==> src/rtl/gxsim_qspi_target.sv <==
`default_nettype none
//==============================================================================
// Module   : gxsim_qspi_target
// Purpose  : Oversampled quad-SPI target that turns manager read/write bursts
//            into register accesses and serialises read data back to the bus.
// Revision : 1.0 - initial release
//==============================================================================
module gxsim_qspi_target #(
    parameter int         DUMMY_CYCLES = 4,
    parameter logic [7:0] CMD_WRITE    = 8'h02,
    parameter logic [7:0] CMD_READ     = 8'h0B
) (
    input  logic        clk,
    input  logic        reset,
    input  logic        qspi_sck,
    input  logic        qspi_cs_n,
    input  logic [3:0]  qspi_dq_in,
    output logic [3:0]  qspi_dq_out,
    output logic        qspi_dq_oe,
    output logic [31:0] address,
    output logic [31:0] wdata,
    output logic        write_strobe,
    input  logic [31:0] rdata,
    output logic [15:0] bad_cmd_count
);

    localparam logic [2:0] c_ST_IDLE   = 3'd0;
    localparam logic [2:0] c_ST_CMD    = 3'd1;
    localparam logic [2:0] c_ST_ADDR   = 3'd2;
    localparam logic [2:0] c_ST_WDATA  = 3'd3;
    localparam logic [2:0] c_ST_DUMMY  = 3'd4;
    localparam logic [2:0] c_ST_RDATA  = 3'd5;
    localparam logic [2:0] c_ST_IGNORE = 3'd6;

    localparam int c_DW = (DUMMY_CYCLES > 1) ? $clog2(DUMMY_CYCLES) : 1;
    localparam logic [c_DW-1:0] c_DUMMY_LAST = c_DW'(DUMMY_CYCLES - 1);

    logic [2:0]      r_state, w_state_next;
    logic            r_sck_meta, r_sck_sync, r_sck_prev;
    logic            r_cs_meta, r_cs_sync, r_cs_prev;
    logic [3:0]      r_dq_meta, r_dq_sync;
    logic [2:0]      r_nib_cnt;
    logic [c_DW-1:0] r_dummy_cnt;
    logic [27:0]     r_shift;
    logic [31:0]     r_tx_shift;
    logic [31:0]     r_address;
    logic [31:0]     r_wdata;
    logic            r_is_read;
    logic            r_write_strobe;
    logic            r_dq_oe;
    logic [15:0]     r_bad_cmd_count;

    logic            w_sck_rise, w_sck_fall, w_cs_rise, w_cs_fall;
    logic            w_rise, w_fall, w_last_nib, w_cmd_ok;
    logic [31:0]     w_nib_in;

    // CS synchroniser resets low so a CS already held low after reset is
    // never mistaken for a fresh fall; only a high-then-low sequence starts.
    always_ff @(posedge clk or posedge reset) begin
        if (reset) begin
            r_sck_meta <= 1'b0;
            r_sck_sync <= 1'b0;
            r_sck_prev <= 1'b0;
            r_cs_meta  <= 1'b0;
            r_cs_sync  <= 1'b0;
            r_cs_prev  <= 1'b0;
            r_dq_meta  <= 4'h0;
            r_dq_sync  <= 4'h0;
        end else begin
            r_sck_meta <= qspi_sck;
            r_sck_sync <= r_sck_meta;
            r_sck_prev <= r_sck_sync;
            r_cs_meta  <= qspi_cs_n;
            r_cs_sync  <= r_cs_meta;
            r_cs_prev  <= r_cs_sync;
            r_dq_meta  <= qspi_dq_in;
            r_dq_sync  <= r_dq_meta;
        end
    end

    assign w_sck_rise = r_sck_sync & ~r_sck_prev;
    assign w_sck_fall = ~r_sck_sync & r_sck_prev;
    assign w_cs_rise  = r_cs_sync & ~r_cs_prev;
    assign w_cs_fall  = ~r_cs_sync & r_cs_prev;
    assign w_rise     = w_sck_rise & ~w_cs_rise;
    assign w_fall     = w_sck_fall & ~w_cs_rise;
    assign w_nib_in   = {r_shift, r_dq_sync};
    assign w_last_nib = (r_nib_cnt == 3'd7);
    assign w_cmd_ok   = (w_nib_in[7:0] == CMD_WRITE) || (w_nib_in[7:0] == CMD_READ);

    always_ff @(posedge clk or posedge reset) begin
        if (reset) begin
            r_state <= c_ST_IDLE;
        end else begin
            r_state <= w_state_next;
        end
    end

    always_comb begin
        w_state_next = r_state;
        if (w_cs_rise) begin
            w_state_next = c_ST_IDLE;
        end else begin
            case (r_state)
                c_ST_IDLE: begin
                    if (w_cs_fall) w_state_next = c_ST_CMD;
                end
                c_ST_CMD: begin
                    if (w_rise && r_nib_cnt == 3'd1)
                        w_state_next = w_cmd_ok ? c_ST_ADDR : c_ST_IGNORE;
                end
                c_ST_ADDR: begin
                    if (w_rise && w_last_nib)
                        w_state_next = r_is_read ? c_ST_DUMMY : c_ST_WDATA;
                end
                c_ST_DUMMY: begin
                    if (w_rise && r_dummy_cnt == c_DUMMY_LAST) w_state_next = c_ST_RDATA;
                end
                default: w_state_next = r_state;
            endcase
        end
    end

    always_ff @(posedge clk or posedge reset) begin
        if (reset) begin
            r_nib_cnt       <= 3'd0;
            r_dummy_cnt     <= '0;
            r_shift         <= 28'h0;
            r_tx_shift      <= 32'h0;
            r_address       <= 32'h0;
            r_wdata         <= 32'h0;
            r_is_read       <= 1'b0;
            r_write_strobe  <= 1'b0;
            r_dq_oe         <= 1'b0;
            r_bad_cmd_count <= 16'h0;
        end else begin
            r_write_strobe <= 1'b0;
            r_dq_oe        <= (w_state_next == c_ST_RDATA);
            // Post-strobe increment; an address load later in this block wins.
            if (r_write_strobe) r_address <= r_address + 32'd4;
            if (w_cs_rise) r_tx_shift <= 32'h0;

            case (r_state)
                c_ST_IDLE: begin
                    if (w_cs_fall) begin
                        r_nib_cnt   <= 3'd0;
                        r_dummy_cnt <= '0;
                    end
                end
                c_ST_CMD: begin
                    if (w_rise) begin
                        r_shift   <= w_nib_in[27:0];
                        r_nib_cnt <= (r_nib_cnt == 3'd1) ? 3'd0 : r_nib_cnt + 3'd1;
                        if (r_nib_cnt == 3'd1) begin
                            r_is_read <= (w_nib_in[7:0] == CMD_READ);
                            if (!w_cmd_ok && r_bad_cmd_count != 16'hFFFF)
                                r_bad_cmd_count <= r_bad_cmd_count + 16'd1;
                        end
                    end
                end
                c_ST_ADDR: begin
                    if (w_rise) begin
                        r_shift   <= w_nib_in[27:0];
                        r_nib_cnt <= r_nib_cnt + 3'd1;
                        if (w_last_nib) r_address <= w_nib_in;
                    end
                end
                c_ST_WDATA: begin
                    if (w_rise) begin
                        r_shift   <= w_nib_in[27:0];
                        r_nib_cnt <= r_nib_cnt + 3'd1;
                        if (w_last_nib) begin
                            r_wdata        <= w_nib_in;
                            r_write_strobe <= 1'b1;
                        end
                    end
                end
                c_ST_DUMMY: begin
                    if (w_rise) r_dummy_cnt <= r_dummy_cnt + 1'b1;
                end
                c_ST_RDATA: begin
                    if (w_rise) begin
                        r_nib_cnt <= r_nib_cnt + 3'd1;
                        if (w_last_nib) r_address <= r_address + 32'd4;
                    end
                    // Word boundary reloads from rdata, which already reflects
                    // the address advanced on the preceding rise.
                    if (w_fall) begin
                        if (r_nib_cnt == 3'd0) r_tx_shift <= rdata;
                        else                   r_tx_shift <= {r_tx_shift[27:0], 4'h0};
                    end
                end
                default: ;
            endcase
        end
    end

    assign qspi_dq_out   = r_tx_shift[31:28];
    assign qspi_dq_oe    = r_dq_oe;
    assign address       = r_address;
    assign wdata         = r_wdata;
    assign write_strobe  = r_write_strobe;
    assign bad_cmd_count = r_bad_cmd_count;

endmodule
`default_nettype wire
==> config.mk <==
export PLATFORM = sky130hd
export DESIGN_NAME = gxsim_qspi_target
export DESIGN_NICKNAME = d
export VERILOG_FILES = /design/src/rtl/gxsim_qspi_target.sv
export SDC_FILE = /design/constraint.sdc
export NUM_CORES = 1
export LEC_CHECK = 0
export ABC_AREA = 1
export CORE_UTILIZATION = 30
export CTS_CLUSTER_DIAMETER = 200
export CTS_CLUSTER_SIZE = 10
export DETAILED_ROUTE_END_ITERATION = 8
export GPL_TIMING_DRIVEN = 1
export REMOVE_ABC_BUFFERS = 1
export SLEW_MARGIN = 20
export SYNTH_ARGS = -nofsm -noshare
export SYNTH_HDL_FRONTEND = slang
export SYNTH_SLANG_ARGS = --single-unit
==> constraint.sdc <==
create_clock -name clk -period 8.5 [get_ports clk]
set_clock_uncertainty 0.15 [all_clocks]
set_input_delay 2.125 -clock clk [delete_from_list [all_inputs] [get_ports clk]]
set_output_delay 2.125 -clock clk [all_outputs]
set_load 0.02 [all_outputs]
==> results.txt <==
Most common cell after layout, fill and taps aside: nand2_1
Clock-pin slew on the worst setup and hold paths: 70 ps
Max Clock Freq: 245 MHz
Core Rows: 61
Final Critical Period: 4080 ps
Final instance count without filler cells: 1632
Largest family of logic cells by synthesized area: simple AND/OR/NAND/NOR gates
First drt pass iteration count: 5
Most frequent cells in the layout: nand2_1 (356), dfrtp_1 (165), o21ai_0 (144), inv_1 (127), clkdlybuf4s50_1 (125)
Routed vias: 7714
# resized after CTS: 0
Power share of the sequential group: 0.440
P_sw: 0.685 mW
Final worst slack: 4420 ps
Final wirelength: 23000 um
Synth top area share: 0.482
Die Ht: 171 um
Post-Synth Simple-Gate Area: 0.272
CTS tree: done
Synth area leader: dfrtp_1
Final Net Count: 1288
Clk network pwr share: 0.382
P&R area growth vs syn: 24.9%
Crit Path Category: flip-flop to output port
Switching share of power: 0.329
Syn avg cell area: 7.51 sq um
Synth Area in XOR/XNOR: 0.0286
GRT overflow: 0
Final hold viol count: 0
Static Leak: 4.86 nW
Clock buffer count from CTS: 17
DR DRC count: 0
Top cells by area, synth: dfrtp_1 (48%), nand2_1 (16%), o21ai_0 (8.4%), inv_1 (5.6%), nand3_1 (5.0%)
YS warnings: 0
Worst slew pin tran: 1090 ps
Hold_buf cts: 0
Routed len/inst: 14.1 um
Number of diodes: 0
Largest net degree at the start of global routing: 95
Cell Area, Synth: 8560 sq um
Arrival time at the worst endpoint: 1810 ps
Slew Limit Headroom: 0.275
Clock sink total: 165
Post-synthesis adder-cell area fraction: 0.0102
PD cells: 195 nW/um^2
Post-route cell area: 10700 sq um
DR iter-0 viols: 788
Setup tns final: 0 ps
Register area share after synthesis: 0.482
Synth Area in Compound Gates: 0.120
Crit. End Element: output port
Vias/cell: 4.73
Synth unique cells: 37
IO buf count: 125
Starting Density: 0.307
Number of synthesized register bits: 165
Antenna violations before repair: 0
H-tree levels: 4
Multiplexer share of the synthesized area: 0
I/O pins: 126
Run status: finished clean
GRT Total Usage: 0.163
Max Root-Sink Buffers: 2
Placed Area: 10100 sq um
Clock root cell: clkbuf_16
GP Congestion: 0.934
Total Power: 2.08 mW
Final setup fails: 0
Die width: 171 um
Core area: 27900 sq um
Worst Hold Class: flip-flop to flip-flop
DP Cell Count: 1600
Logic pwr share: 0.178
Vias in the first global route: 7103
RSZ-0062 raised after global routing: no
Setup bufs post-CTS: 0
Worst endpoint required time: 6230 ps
Antenna viol nets, final: 0
Type of origin of the critical path: flip-flop
DP Worst Slack: 4030 ps
Final clock period utilization by the worst path: 0.480
First-pass GRT wire length: 37400 um
Pint: 1.40 mW
Layout cell share with drive strength beyond 1: 0.0478
Die Area: 29200 sq um
Post-DP HPWL: 15800 um
Synth Instances: 1141
Worst-path fanout max: 35
Final Max Slew Viols: 0
Worst-Skew Late Latency: 430 ps
Peak supply drop: 0.101 mV
Maxcap violations: 0
## area by class of cell
class | instances | area, sq um
clock inverter | 15 | 180
tap | 378 | 473
clock buffer | 17 | 425
fill | 2952 | 17200
multi-input combinational | 793 | 3690
timing repair buffer | 130 | 1290
sequential | 165 | 4130
inverter | 134 | 508
## sequential cells by signal, indices dropped and copies added, names as in the netlist, 2 cells and up
register,cells
address,32
r_tx_shift,32
wdata,32
r_shift,28
bad_cmd_count,16
r_dq_meta,4
r_dq_sync,4
r_nib_cnt,3
r_state,3
r_dummy_cnt,2
## synthesized netlist by cell type (all sizes together)
| library cell | number |
|---|---|
| a21oi | 28 |
| a22oi | 2 |
| a31o | 1 |
| o31ai | 1 |
| nand2 | 362 |
| buf | 29 |
| clkbuf | 20 |
| xnor2 | 6 |
| nor4 | 5 |
| nand3 | 87 |
| xor2 | 22 |
| nor3b | 1 |
| dfrtp | 165 |
| o21ai | 148 |
| nor2 | 91 |
| a21boi | 1 |
| o211ai | 8 |
| ha | 7 |
| o21bai | 1 |
| a31oi | 1 |
| inv | 134 |
| nand4 | 12 |
| o22ai | 4 |
| o221ai | 1 |
| nor3 | 4 |
## path summary, 6_finish.rpt
path	from	end	slack (ps)	cells after the start
max in group asynchronous	reset	address[14]	4610	3
hold / removal	r_dq_meta[2]	r_dq_sync[2]	190	0
setup / recovery	write_strobe	write_strobe	4420	2
hold reg to reg	r_dq_meta[2]	r_dq_sync[2]	190	0
setup reg to reg	r_state[2]	address[8]	5300	5
min in group asynchronous	reset	r_tx_shift[5]	2090	2
## critical path, cell delays in order, from the launching register on
cell	delay (ps)
dfrtp_1	320
buf_4	360
clkdlybuf4s50_1	690
## metal layers
layer | vias up | share of wire | routed length, um | GRT usage
met1 | 3590 | 0.47 | 10800 | 0.223
li1 | 3842 | - | - | -
met2 | 258 | 0.44 | 10200 | 0.251
met3 | 24 | 0.075 | 1720 | 0.0463
met5 | - | 0 | 0 | 0
met4 | 0 | 0.015 | 352 | 0.0427
## power groups by stage
stage	sequential (mW)	clock, mW	combinational (mW)
2_1_floorplan	0.923	0	0.237
6_report	0.915	0.795	0.371
4_1_cts	0.915	0.813	0.378
3_5_place_dp	0.929	0	0.376
3_3_place_gp	0.927	0	0.370
5_1_grt	0.925	0.847	0.426
## per-stage QoR
step           utilization  hold slack, ps
6_report             0.383             195
5_1_grt              0.383             198
4_1_cts              0.383             197
3_5_place_dp         0.361             185
3_3_place_gp         0.361             184
2_1_floorplan            -             181
## logic make-up after synthesis
| group | Yosys count |
|---|---|
| xor gates and xnor gates | 28 |
| adders and majority gates | 7 |
| DFF | 165 |
| and+or+nand+nor | 562 |
| buffers and inverters | 183 |
| AOI/OAI and AO/OA | 196 |
(Power assumes the default switching activity.)
==> patch 1: new RTL, same settings <==
Change the parameter `DUMMY_CYCLES` from 4 to 2.
--- a/src/rtl/gxsim_qspi_target.sv
+++ b/src/rtl/gxsim_qspi_target.sv
@@ -8,3 +8,3 @@
 module gxsim_qspi_target #(
-    parameter int         DUMMY_CYCLES = 4,
+    parameter int         DUMMY_CYCLES = 2,
     parameter logic [7:0] CMD_WRITE    = 8'h02,
Check against the original RTL: no difference found for any inputs over 4 cycles, from zero or initial values and one cycle with reset high; that may be too few to reach the edited logic, so the function may still have changed.
==> patch 1 against the unedited design <==
Sequential cell count shrank 1. Area after synthesis shrank 2.8%. Non-clock buffer count rose by 1. Die area fell by 2.8%. Critical endpoint unchanged. Worst setup slack better by 0.087 ns. Power down 4.6%. Core utilization is 0.26 points higher. Routed wire length down 3.0%. Design area decreased by 2.3%. Combinational power is 9.4% lower.
==> patch 1: results (changes against the unedited design) <==
Post-Syn Instances = 1,100 (-3.6%)
global-route wire length before repair = 36.9 mm (-1.2%)
M1 WL = 10.7 mm (-0.33%)
Commonest cells post-synth = 359 x nand2_1, 164 x dfrtp_1, 148 x o21ai_0
crit-path max FO = 24 (-31%)
DR vias = 7,453 (-3.4%)
status = completed
met2 GRT Util = 25.6% (+0.45 points)
nets = 1,254 (-2.6%)
Critical Path Max Stage Delay = 0.67 ns (-0.02 ns)
initial DRC count = 624 (-21%)
share of cells above drive strength 1 = 4.42% (-0.36 points)
LEAKAGE = 4.70 nW (-3.3%)
vias in the first global route = 6,979 (-1.7%)
met1 Track Usage GR = 23.1% (+0.78 points)
Synth Area in XOR/XNOR = 2.32% (-0.55 points)
Post-DP HPWL = 15.4 mm (-2.3%)
Cell variety after synth = 34 (-8.1%)
grt met3 use = 3.16% (-1.5 points)
Max IR drop VDD = 0.112 mV (+11%)
clock latency on the worst-skew pair = 0.44 ns
GP Congestion = 0.880 (-5.8%)
global-route usage over all layers = 16.3% (about the same)
Arr. time, crit path = 1.72 ns (-0.09 ns)
final std cells w/o fill = 1,593 (-2.4%)
adder-cell share of the synthesized area = 0.902% (-0.12 points)
synth top area cells = dfrtp_1 49%, nand2_1 16%, o21ai_0 8.9%
largest net degree at the start of global routing = 108 (+14%)
WL final = 22.3 mm (-3.0%)
metal2 WL = 10.2 mm (+0.21%)
Seq/Total Area, Yosys = 49.3% (+1.1 points)
metal3 WL = 1.21 mm (-29%)
[patch 1: cell types whose count changed after synthesis, moves of 3 or more]
cell      unedited run  this run
nand3_1             86        65
nor2_2               5         2
inv_1              128       125
a21oi_1             28        22
nor2_1              85        76
nand3b_1             0         5
xnor2_1              6         3
and2_1               0         3
nor3_1               3         7
o21ai_0            144       148
buf_2               20        17
xor2_1              22        19
[patch 1: power breakdown]
part / leakage, nW / total (mW) / switching, mW / internal [mW]
clock: 0.282 / 0.760 / 0.370 / 0.390
sequential: 2.24 / 0.890 / 0.0476 / 0.842
combinational: 2.18 / 0.336 / 0.233 / 0.103
[patch 1: cell families (layout without fill, tap and decap cells)]
family / after synthesis / after routing
AOI/OAI and AO/OA: 192 / 192
xor gates and xnor gates: 22 / 22
adders and majority gates: 6 / 6
buffers and inverters: 174 / 295
DFF: 164 / 164
and+or+nand+nor: 542 / 542
[patch 1: stage by stage]
stage | instance area (sq um) | hold WS, ns
detailed placement | 9880 | 0.185
finish | 10500 | 0.199
global placement | 9880 | 0.182
global route | 10500 | 0.210
floorplan | 8110 | 0.181
CTS | 10400 | 0.201
[patch 1: cell type report]
class                      instances  area, sq um
fill                            2832        16600
sequential                       164         4100
multi-input combinational        762         3520
timing repair buffer             131         1300
inverter                         132          503
tap                              372          465
clock buffer                      17          425
clock inverter                    15          140
[patch 1: worst paths after layout]
check,from,endpoint,slack (ns),depth (start not counted)
max,write_strobe,write_strobe,4.51,2
min,r_dq_meta[2],r_dq_sync[2],0.20,0
max reg2reg,r_cs_sync,address[31],5.04,10
min reg2reg,r_dq_meta[2],r_dq_sync[2],0.20,0
max in group asynchronous,reset,address[7],4.86,3
min in group asynchronous,reset,r_tx_shift[22],2.06,2
==> patch 2: new RTL, config.mk and constraints unchanged <==
Without the edit above. The output `qspi_dq_oe` loses its register stage (`r_dq_oe` becomes a continuous assignment).
--- a/src/rtl/gxsim_qspi_target.sv
+++ b/src/rtl/gxsim_qspi_target.sv
@@ -133,3 +133,2 @@
             r_write_strobe  <= 1'b0;
-            r_dq_oe         <= 1'b0;
             r_bad_cmd_count <= 16'h0;
@@ -137,3 +136,2 @@
             r_write_strobe <= 1'b0;
-            r_dq_oe        <= (w_state_next == c_ST_RDATA);
             // Post-strobe increment; an address load later in this block wins.
@@ -197,2 +195,4 @@
 
+    assign r_dq_oe = (w_state_next == c_ST_RDATA);
+
     assign qspi_dq_out   = r_tx_shift[31:28];
Function: no difference found for any inputs over 4 cycles, from zero or initial values and one cycle with reset high; that may be too few to reach the edited logic, so the function may still have changed.
==> patch 2 against the unedited design <==
Area after synthesis grew 0.45%. Global-route usage barely moved. Combinational power decreased by 2%. Register-to-register slack improved by 0.42 ns. Via count rose by 0.31%. Routed wire length down 0.34%. Critical path type unchanged. Synthesized cell count unchanged. Largest power group unchanged. Design area about the same. Largest cell class unchanged. Worst setup slack worse by 1.2 ns. Non-clock buffer count is 1 lower. Sequential cell count decreased by 1. Cell count increased by 0.12%. Power down 3.3%.
==> patch 2: results (changes against the unedited design) <==
Synth Flop Type = dfrtp_1
Pwr Density = 188 nW/um^2 (-3.4%)
CTS Buf Count = 17 (unchanged)
clock-net power = 747 uW (-6.0%)
Synth Area in XOR/XNOR = 2.24% (-0.62 points)
Seq/Total Area, Yosys = 47.7% (-0.51 points)
nets = 1,290 (+0.16%)
Hold Path Class = register to register
crit-path max FO = 22 (-37%)
DR vias = 7,738 (+0.31%)
r2r worst-path depth = 11 (+6)
Bufs on Longest Clock Path = 2 (unchanged)
Fillers = 2,945 (-0.24%)
initial DRC count = 737 (-6.5%)
share of cells above drive strength 1 = 5.49% (+0.71 points)
drt first pass iters = 5 (unchanged)
post-CTS resize count = 0 (unchanged)
status = completed
initial antenna violation count = 0 (unchanged)
post-placement cell area = 10,100 sq um (+0.46%)
largest net degree at the start of global routing = 95 (unchanged)
grt met3 use = 4.72% (+0.091 points)
Cell variety after synth = 41 (+11%)
CTS root buffer = clkbuf_16
WHS Endpoint = r_dq_sync[0]
GP Congestion = 0.905 (-3.1%)
power share of the combinational group = 18.0% (+0.2 points)
worst-margin pin slew = 1.05 ns (-0.0373 ns)
met2 GRT Util = 25.2% (+0.11 points)
reg2reg start = r_nib_cnt[0]
Max IR drop VDD = 0.112 mV (+11%)
Post-synth ARST share = 100% (unchanged)
Port-buffer cells = 125 (unchanged)
htree depth = 4 (unchanged)
global-route wire length before repair = 37.4 mm (+0.13%)
vias in the first global route = 7,271 (+2.4%)
Post-DP HPWL = 16.2 mm (+2.5%)
WL final = 22.9 mm (-0.34%)
diode count = 0 (unchanged)
Arr. time, crit path = 3.04 ns (+1.23 ns)
CTS clk-pin slew, worst paths = 0.07 ns (about the same)
reg2reg setup slack = 5.72 ns (+0.42 ns)
switching power share of the total = 32.9% (about the same)
Post-CTS Setup Bufs = 0 (unchanged)
met1 Track Usage GR = 21.8% (-0.48 points)
adder-cell share of the synthesized area = 1.02% (-0.0046 points)
worst r2r dst = address[31]
drt drc = 0 (unchanged)
Commonest cells post-synth = 350 x nand2_1, 164 x dfrtp_1, 148 x o21ai_0
min-delay src = r_dq_meta[0]
synth top area cells = dfrtp_1 48%, nand2_1 15%, o21ai_0 8.6%
LEAKAGE = 4.87 nW (about the same)
Synth Area in Compound Gates = 12.2% (+0.22 points)
global-route usage over all layers = 16.3% (about the same)
clock latency on the worst-skew pair = 0.44 ns
[patch 2: logic make-up (layout without fill, tap and decap cells)]
family	count (synthesis)	count (layout)
compound gates	200	200
xor+xnor	22	22
fa+ha+maj	7	7
buf+inv	182	297
flops	164	164
simple gates	566	566
[patch 2: stage by stage]
stage          setup slack, ns  hold WS, ns  std cells
2_1_floorplan             1.79        0.181       1095
3_3_place_gp              3.70        0.185       1602
3_5_place_dp              3.69        0.186       1602
4_1_cts                   3.20        0.197       1634
5_1_grt                   3.01        0.202       1634
6_report                  3.19        0.195       1634
[patch 2: per-layer routing]
layer	wire, um	share of wire, %	vias to the layer above
met1	10600	46	3612
met3	1700	7.4	26
met4	385	1.7	0
li1	-	-	3866
met5	0	0	-
met2	10200	44	234
[patch 2: worst max-delay path by stage]
stage                     slack [ns]          to       start
after floorplan                 1.79  address[0]       reset
after global placement          3.70  qspi_dq_oe  r_state[2]
after detailed placement        3.69  qspi_dq_oe  r_state[2]
after CTS                       3.20  qspi_dq_oe  r_state[2]
after global routing            3.01  qspi_dq_oe  r_state[2]
final                           3.19  qspi_dq_oe  r_state[2]
[patch 2: area by class of cell]
| type | count | area [sq um] | share of cell area [%] |
|---|---|---|---|
| multi-input cells | 795 | 3760 | 35.1 |
| clock buffers | 17 | 425 | 3.98 |
| repair buffers | 129 | 1280 | 12.0 |
| clock inverters | 15 | 141 | 1.32 |
| inverters | 136 | 515 | 4.82 |
| flip-flops and latches | 164 | 4100 | 38.3 |
| well taps | 378 | 473 | 4.42 |
[patch 2: worst max-delay path: stages (launching register included)]
cell and delay, ns:
dfrtp_1 0.53, inv_2 0.13, nor2_4 0.59, inv_2 0.25, nand3_1 0.18, nand3_1 0.09
nor2_1 0.12, clkdlybuf4s50_1 0.70
